===== src/rtl/load_unit.sv =====
// RV64 integer load unit: issues one AXI4-Lite read per load, extracts and
// extends the addressed lane, and returns a tagged result to writeback.
module load_unit #(
  parameter int XLEN = 64,
  parameter int ALEN = XLEN,
  parameter int DLEN = XLEN,
  parameter int SLEN = DLEN / 8
) (
  input  logic            clk,
  input  logic            rstn,
  input  logic            i_tvalid,
  output logic            o_tready,
  input  logic [XLEN-1:0] i_base_addr,
  input  logic [XLEN-1:0] i_offset,
  input  logic [2:0]      i_width,
  input  logic [4:0]      i_rd,
  output logic            o_valid,
  input  logic            i_ready,
  output logic [XLEN-1:0] o_result,
  output logic [4:0]      o_rd,
  output logic [1:0]      o_err,
  output logic            o_dm_arvalid,
  input  logic            i_dm_arready,
  output logic [ALEN-1:0] o_dm_araddr,
  output logic [2:0]      o_dm_arprot,
  input  logic            i_dm_rvalid,
  output logic            o_dm_rready,
  input  logic [DLEN-1:0] i_dm_rdata,
  input  logic [1:0]      i_dm_rresp
);

  localparam int LaneW = $clog2(SLEN);

  localparam logic [1:0] ErrNone     = 2'b00;
  localparam logic [1:0] ErrMisalign = 2'b01;
  localparam logic [1:0] ErrBus      = 2'b10;
  localparam logic [1:0] ErrIllegal  = 2'b11;

  if (ALEN < XLEN) begin : g_chk_alen
    $error("load_unit: ALEN must be >= XLEN");
  end
  if (DLEN < XLEN || DLEN < 64 || (DLEN & (DLEN - 1)) != 0) begin : g_chk_dlen
    $error("load_unit: DLEN must be a power of two >= max(XLEN, 64)");
  end

  typedef enum logic [1:0] {IDLE, ADDR, DATA, RESP} state_e;

  state_e           state_q;
  logic             tready_q;
  logic             valid_q;
  logic             arvalid_q;
  logic             rready_q;
  logic [XLEN-1:0]  result_q;
  logic [4:0]       rd_q;
  logic [1:0]       err_q;
  logic [ALEN-1:0]  araddr_q;
  logic [LaneW-1:0] lane_q;
  logic [2:0]       width_q;

  logic [XLEN-1:0]  req_addr_d;
  logic             misaligned_d;
  logic [DLEN-1:0]  beat_shifted;
  logic [XLEN-1:0]  load_data_d;

  // Effective address wraps modulo 2^XLEN; only alignment is ever checked.
  assign req_addr_d = i_base_addr + i_offset;

  // NOTE: every always_comb output gets a default first so no latch is inferred.
  always_comb begin
    misaligned_d = 1'b0;
    case (i_width[1:0])
      2'b01:   misaligned_d = req_addr_d[0];
      2'b10:   misaligned_d = |req_addr_d[1:0];
      2'b11:   misaligned_d = |req_addr_d[2:0];
      default: misaligned_d = 1'b0;
    endcase
  end

  assign beat_shifted = i_dm_rdata >> {lane_q, 3'b000};

  always_comb begin
    load_data_d = beat_shifted[XLEN-1:0];
    case (width_q)
      3'b000:  load_data_d = {{(XLEN-8){beat_shifted[7]}}, beat_shifted[7:0]};
      3'b001:  load_data_d = {{(XLEN-16){beat_shifted[15]}}, beat_shifted[15:0]};
      3'b010:  load_data_d = {{(XLEN-32){beat_shifted[31]}}, beat_shifted[31:0]};
      3'b100:  load_data_d = XLEN'(beat_shifted[7:0]);
      3'b101:  load_data_d = XLEN'(beat_shifted[15:0]);
      3'b110:  load_data_d = XLEN'(beat_shifted[31:0]);
      default: load_data_d = beat_shifted[XLEN-1:0];
    endcase
  end

  // NOTE: sequential state uses non-blocking assignments only.
  always_ff @(posedge clk or negedge rstn) begin
    if (!rstn) begin
      state_q   <= IDLE;
      tready_q  <= 1'b1;
      valid_q   <= 1'b0;
      arvalid_q <= 1'b0;
      rready_q  <= 1'b0;
      result_q  <= '0;
      rd_q      <= '0;
      err_q     <= ErrNone;
      araddr_q  <= '0;
      lane_q    <= '0;
      width_q   <= '0;
    end else begin
      case (state_q)
        IDLE: begin
          if (i_tvalid && tready_q) begin
            tready_q <= 1'b0;
            rd_q     <= i_rd;
            width_q  <= i_width;
            lane_q   <= req_addr_d[LaneW-1:0];
            result_q <= '0;
            if (i_width == 3'b111) begin
              err_q   <= ErrIllegal;
              valid_q <= 1'b1;
              state_q <= RESP;
            end else if (misaligned_d) begin
              err_q   <= ErrMisalign;
              valid_q <= 1'b1;
              state_q <= RESP;
            end else begin
              arvalid_q <= 1'b1;
              araddr_q  <= ALEN'(req_addr_d);
              state_q   <= ADDR;
            end
          end
        end
        ADDR: begin
          if (i_dm_arready) begin
            arvalid_q <= 1'b0;
            rready_q  <= 1'b1;
            state_q   <= DATA;
          end
        end
        DATA: begin
          if (i_dm_rvalid) begin
            rready_q <= 1'b0;
            valid_q  <= 1'b1;
            state_q  <= RESP;
            if (i_dm_rresp != 2'b00) begin
              result_q <= '0;
              err_q    <= ErrBus;
            end else begin
              result_q <= load_data_d;
              err_q    <= ErrNone;
            end
          end
        end
        RESP: begin
          if (i_ready) begin
            valid_q  <= 1'b0;
            tready_q <= 1'b1;
            state_q  <= IDLE;
          end
        end
        default: state_q <= IDLE;
      endcase
    end
  end

  assign o_tready     = tready_q;
  assign o_valid      = valid_q;
  assign o_result     = result_q;
  assign o_rd         = rd_q;
  assign o_err        = err_q;
  assign o_dm_arvalid = arvalid_q;
  assign o_dm_araddr  = araddr_q;
  assign o_dm_arprot  = 3'b000;
  assign o_dm_rready  = rready_q;

endmodule


===== config.mk =====
export PLATFORM = sky130hd
export DESIGN_NAME = load_unit
export DESIGN_NICKNAME = d
export VERILOG_FILES = /design/src/rtl/load_unit.sv
export SDC_FILE = /design/constraint.sdc
export NUM_CORES = 1
export LEC_CHECK = 0
export BUFFER_PORTS_ARGS = -buffer_cell sky130_fd_sc_hd__buf_4
export CORE_UTILIZATION = 50
export CTS_CLUSTER_SIZE = 16
export DETAILED_ROUTE_END_ITERATION = 10
export HOLD_SLACK_MARGIN = 0.05
export PLACE_DENSITY_LB_ADDON = 0.12
export SLEW_MARGIN = 20
export SYNTH_ARGS = -nofsm -noshare
export SYNTH_HDL_FRONTEND = slang
export SYNTH_SLANG_ARGS = --single-unit

===== constraint.sdc =====
create_clock -name clk -period 3.7 [get_ports clk]
set_input_delay 0.185 -clock clk [delete_from_list [all_inputs] [get_ports clk]]
set_output_delay 0.185 -clock clk [all_outputs]
set_load 0.02 [all_outputs]

# --- Word-level counts from Yosys, hierarchy flattened ---
# Cells that the tools add are included.
# Widths: inputs -> output; s select.
word_totals:
  ff_bits: 147
  out_inout_bits: 142
  wordCells: 90
classes:
  add_sub_neg: 1
  n_eq_ne: 19
  shift: 1
  n_mux: 36
  n_bitwise: 2
  n_reduce_logical: 20
op_table:
  columns: ["cell", "count"]
  rows:
  - ["$pmux 64 s6", 1]
  - ["$mux 64", 3]
  - ["$pmux 64 s2", 1]
  - ["$add 64x64->64", 1]
  - ["$shr 64x6->64", 1]
  - ["$mux 2", 11]
  - ["$mux 1", 13]
  - ["$eq 3x3->1 const B", 4]
  - ["$ne 2x2->1 const B", 6]
  - ["$reduce_and 4->1", 3]
  - ["$reduce_and 5->1", 2]
  - ["$reduce_bool 2->1", 5]
  - ["$reduce_and 3->1", 3]
  - ["$eq 2x2->1 const B", 4]
  - ["$pmux 2 s4", 1]
  - ["$pmux 1 s2", 3]
  - ["$pmux 1 s3", 2]
  - ["$eq 2x1->1 const B", 2]
  - ["$pmux 2 s2", 1]
  - ["$eq 3x1->1 const B", 1]
  - ["$eq 3x2->1 const B", 1]
  - ["$logic_not 3->1", 1]
  - ["$ne 3x3->1 const B", 1]
  - ["$reduce_bool 3->1", 1]
  - ["6 further kinds", 7]

# --- Logic depth before layout (Yosys ltp) ---
logic_depth:
  depth_word: 7
  depth_mapped: 13
  ltp_nobuf: 11

# --- Least setup slack after synthesis ---
# Ideal clock, no wire load.
synth_path:
  path_kind: "input to register"
  startpoint: "input i_base_addr[0]"
  endpoint: "register araddr_q[54], in the netlist o_dm_araddr[54]"
  setup_time_ps: 131
  arrival_ps: 2452
  t_required_ps: 3569
  path_slack_ps: 1117
  cell_stages: 11
  n_path_buf: 0
  path_cell_list: "ha_1 -> fa_1 -> a21oi_1 -> o211ai_1 -> or4b_1 -> a21oi_1 -> nor3_2 -> nor2_4 -> a21oi_2 -> nor4_1 -> or3_1"
synth_via:
  elab_chain_cells: 5
synth_rtl:
  columns: ["element", "line_no", "source"]
  rows:
  - ["start, declared", "13", "input logic [XLEN-1:0] i_base_addr,"]
  - ["$add 64x64->64 *", "66", "assign req_addr_d = i_base_addr + i_offset;"]
  - ["$reduce_or 3->1 or $reduce_or 2->1 (tied branches)", "74, 73", null]
  - ["$pmux 1 s3", "71", "case (i_width[1:0])"]
  - ["$not 1->1 (no line)", null, null]
  - ["$reduce_and 4->1 (no line)", null, null]
  - ["end signal, assigned", "127", "araddr_q <= ALEN'(req_addr_d);"]
  - ["end, declared", "56", "logic [ALEN-1:0] araddr_q;"]
# Mark *: on every way between the ends. The rest lies on a longest branch, timed or not.
# A chain may end at the register's enable or synchronous reset.

# --- Worst setup path in the final report ---
layout_path:
  startpoint: "register lane_q[1]"
  endpoint: "register result_q[63], in the netlist o_result[63]"
layout_via:
  elab_chain_cells: 5
layout_rtl:
  columns: ["element", "line_no", "source"]
  rows:
  - ["start, declared", "57", "logic [LaneW-1:0] lane_q;"]
  - ["start signal, assigned", "115", "lane_q <= req_addr_d[LaneW-1:0];"]
  - ["$shr 64x6->64", "79", "assign beat_shifted = i_dm_rdata >> {lane_q, 3'b000};"]
  - ["$pmux 64 s6", "83", "case (width_q)"]
  - ["$mux 64", "144", "if (i_dm_rresp != 2'b00) begin"]
  - ["$mux 64", "140", "if (i_dm_rvalid) begin"]
  - ["$pmux 64 s2", "109", "case (state_q)"]
  - ["end signal, assigned", "148", "result_q <= load_data_d;"]
  - ["end, declared", "53", "logic [XLEN-1:0] result_q;"]
# No other way between the ends. The select of a mux whose other input is x is not followed.

==> impl_metrics.tcl <==
set metrics [dict create \
    status "finished clean" \
    dr.pass1.iters 8 \
    die_w_microns 151.8 \
    crit_fanout 17 \
    vdd_drop_max_mv 0.4018 \
    cp-start-kind "register" \
    ant_nets 0 \
    start_util 0.5123 \
    post_cts_resized 0 \
    max_cap_violations 0 \
    setup_viol 0 \
    layout-drive-gt1-share 0.2770 \
    period_share 0.7620 \
    rsz0062_at_grt "no" \
    avgSynthCellArea_sq_um 8.271 \
    via_per_inst 5.982 \
    multiInputGateArea_sq_um 7112 \
    max_slew_margin 0.3747 \
    post_cts_buffers 0 \
    die_area_sq_um 23030 \
    detail_route.wl_per_cell_microns 19.96 \
    end_kind "register" \
    fp-row-count 54 \
    placement.io_buffers 346 \
    first_global_vias 11127 \
    die-height_microns 151.8 \
    grt_pass1_wl_microns 58640 \
    grt_start_max_net_pins 100 \
    dr_total_vias 11719 \
    final_max_slew_viol_count 0 \
    syn-cell-area_sq_um 11220 \
    antenna_found_initial 0 \
    place_hpwl_microns 30480 \
    synthCells 1356 \
    overflow 0 \
    final.min_clock_period_ns 2.820 \
    worstReg2RegStart "lane_q[1]$_DFFE_PN0P_" \
    power_leakage_nw 6.966 \
    cts_hold_buf 10 \
    yosysWarnings 0 \
    cp.arrival_ns 3.08 \
    crit_path_end "o_result[63]$_DFFE_PN0P_" \
    seqCellArea_sq_um 3682 \
    grtUsageTotal 0.3336 \
    numClockSinks 147 \
    fillers 1903 \
    fin_nets 1943 \
    worstRegToRegCells 8 \
    gp_congestion 0.9864 \
    worstSetupPathType "reg -> reg" \
    core_sq_um 21890 \
    area_growth_pct 31.16 \
    ys_ff_latch 147 \
    max_freq_mhz 354.7 \
    hold_class "in -> reg" \
    clockBufferDepth 2 \
    reg2reg_to "o_result[63]$_DFFE_PN0P_" \
    ys_seq_area_frac 0.3281 \
    hold_violations 0 \
    htreeDepth 4 \
    ys_async_sr_fraction 1.000 \
    clkTransAtPathRegs_ns 0.07 \
    synth_edf_count 0 \
    critPathRequiredTime_ns 3.96 \
    rrSetupSlack_ns 0.88 \
    diodes 0 \
    drt_iter0_drc 721 \
    cts_tree "done" \
    final_area_sq_um 14710 \
    ioPinCount 350 \
    dpl-instance-area_sq_um 13990 \
    cp-startpoint "lane_q[1]$_DFFE_PN0P_" \
    fin_tns_setup_ns 0 \
    cts_made_buffers 17 \
    p_per_area_nw_per_um2 622.1 \
    synth_flop_cell "dfrtp_1" \
    worst_clock_skew_ns 0.01276 \
    clk_latency_ns 0.43 \
    synth_cell_type_count 75 \
    drt_wl_total_microns 39100 \
    remaining_drc_errors 0 \
    ctsRootBufferMaster "clkbuf_16" \
    tightest_slew_ns 0.9380 \
]
==> critical path, stage by stage (launching register included) <==
cell and delay (ns):
dfrtp_2 0.60, mux2_2 0.41, a21oi_1 0.15, nor2_1 0.05
a21oi_1 0.20, nor2b_1 0.25, a2111oi_4 0.09, o21ai_1 0.66
o21ai_0 0.24
==> state kept, by name, indices dropped and copies added, names as in the netlist <==
signal / count
o_dm_arvalid: 1
o_rd: 5
o_valid: 1
width_q: 3
o_dm_araddr: 64
o_dm_rready: 1
o_tready: 1
o_result: 64
o_err: 2
lane_q: 3
state_q: 2
==> power breakdown <==
group          internal, W  switching (W)  total (W)
registers          0.00209       0.000425    0.00252
clock network      0.00103       0.000830    0.00186
logic              0.00190        0.00287    0.00477
==> Yosys cell counts (5+ instances only) <==
library cell	number	share of area
nand3_1	21	0.0094
o21a_1	20	0.013
mux4_2	7	0.014
o21ai_0	178	0.079
a22o_1	31	0.024
a21oi_1	136	0.061
nand4_1	30	0.017
nor4_1	6	0.0033
nand2_1	221	0.074
xnor2_1	27	0.021
o211ai_1	16	0.011
buf_2	14	0.0062
a21boi_0	5	0.0033
mux2i_1	36	0.032
dfrtp_1	146	0.33
buf_1	11	0.0037
nor3_1	15	0.0067
nor2b_1	7	0.0039
o21bai_1	18	0.012
nand2b_1	7	0.0039
xor2_1	24	0.019
clkbuf_1	58	0.019
nor2_1	64	0.021
or3_1	6	0.0033
o22ai_1	9	0.0050
and3_1	5	0.0028
or4_1	6	0.0040
a21o_1	21	0.014
o31ai_1	5	0.0033
inv_1	26	0.0087
mux2_2	33	0.033
a31oi_1	10	0.0056
ha_1	68	0.076
==> worst min path at each step <==
stage              from                        to  slack (ns)  depth (start not counted)
2_1_floorplan      rstn     lane_q[0]$_DFFE_PN0P_       -0.11                          0
3_3_place_gp       rstn   o_result[9]$_DFFE_PN0P_        0.34                          1
3_5_place_dp       rstn  o_result[10]$_DFFE_PN0P_        0.35                          1
4_1_cts        i_tvalid      o_tready$_DFFE_PN1P_        0.07                          4
5_1_grt        i_tvalid      o_tready$_DFFE_PN1P_        0.09                          4
6_report       i_tvalid      o_tready$_DFFE_PN1P_        0.07                          4
==> layer usage <==
layer  up-vias  global-route usage  share of wire
met5         -                   0              0
met1      5517              0.4078           0.39
met2       546              0.5736           0.49
met4         0              0.1604          0.040
li1       5565                   -              -
met3        91             0.04970          0.074
==> cell type report <==
class | instances | area share
clock buffer | 17 | 0.02892
sequential | 147 | 0.2503
inverter | 26 | 0.006634
timing repair buffer | 375 | 0.1942
tap | 280 | 0.02382
clock inverter | 15 | 0.01267
multi-input combinational | 1099 | 0.4835
==> layout by cell type (no fill, tap or decap), drive strengths merged, types with 7 or more instances in the layout <==
cell / Yosys / routed
a21oi: 138 / 138
buf: 28 / 365
nand4: 31 / 31
nor4: 8 / 8
mux2: 33 / 33
dfrtp: 146 / 146
dlygate4sd3: 0 / 10
nor3: 16 / 16
nor2b: 7 / 7
clkbuf: 58 / 17
nand3: 21 / 21
mux2i: 36 / 36
o21bai: 18 / 18
a22o: 31 / 31
mux4: 7 / 7
a21o: 21 / 21
nor2: 65 / 65
xnor2: 27 / 27
inv: 26 / 36
nand2: 224 / 224
o21a: 20 / 20
or3: 7 / 7
ha: 68 / 68
nand2b: 7 / 7
a31oi: 11 / 11
o211ai: 16 / 16
xor2: 24 / 24
o22ai: 9 / 9
o21ai: 182 / 182
==> through the flow <==
step	util	setup WS (ns)	power, W	cells	hold slack, ns
after floorplan	-	1.117	0.005412	1358	-0.1106
after global placement	0.6392	0.6381	0.007185	1917	0.3397
after detailed placement	0.6392	0.5872	0.007235	1917	0.3492
after CTS	0.6718	0.8891	0.009121	1959	0.06792
after global routing	0.6720	0.6915	0.009636	1959	0.08811
final	0.6720	0.8805	0.009151	1959	0.07440
==> cells by family after synthesis <==
logic type                 count (synthesis)  synth area share
muxes                                     76           0.07932
xor gates and xnor gates                  51           0.03983
adders and majority gates                 69           0.07764
AOI/OAI and AO/OA                        488            0.2657
and+or+nand+nor                          412            0.1690
other                                      1         0.0003344
buffers and inverters                    112           0.04005
DFF                                      147            0.3281
(Power assumes the default switching activity.)
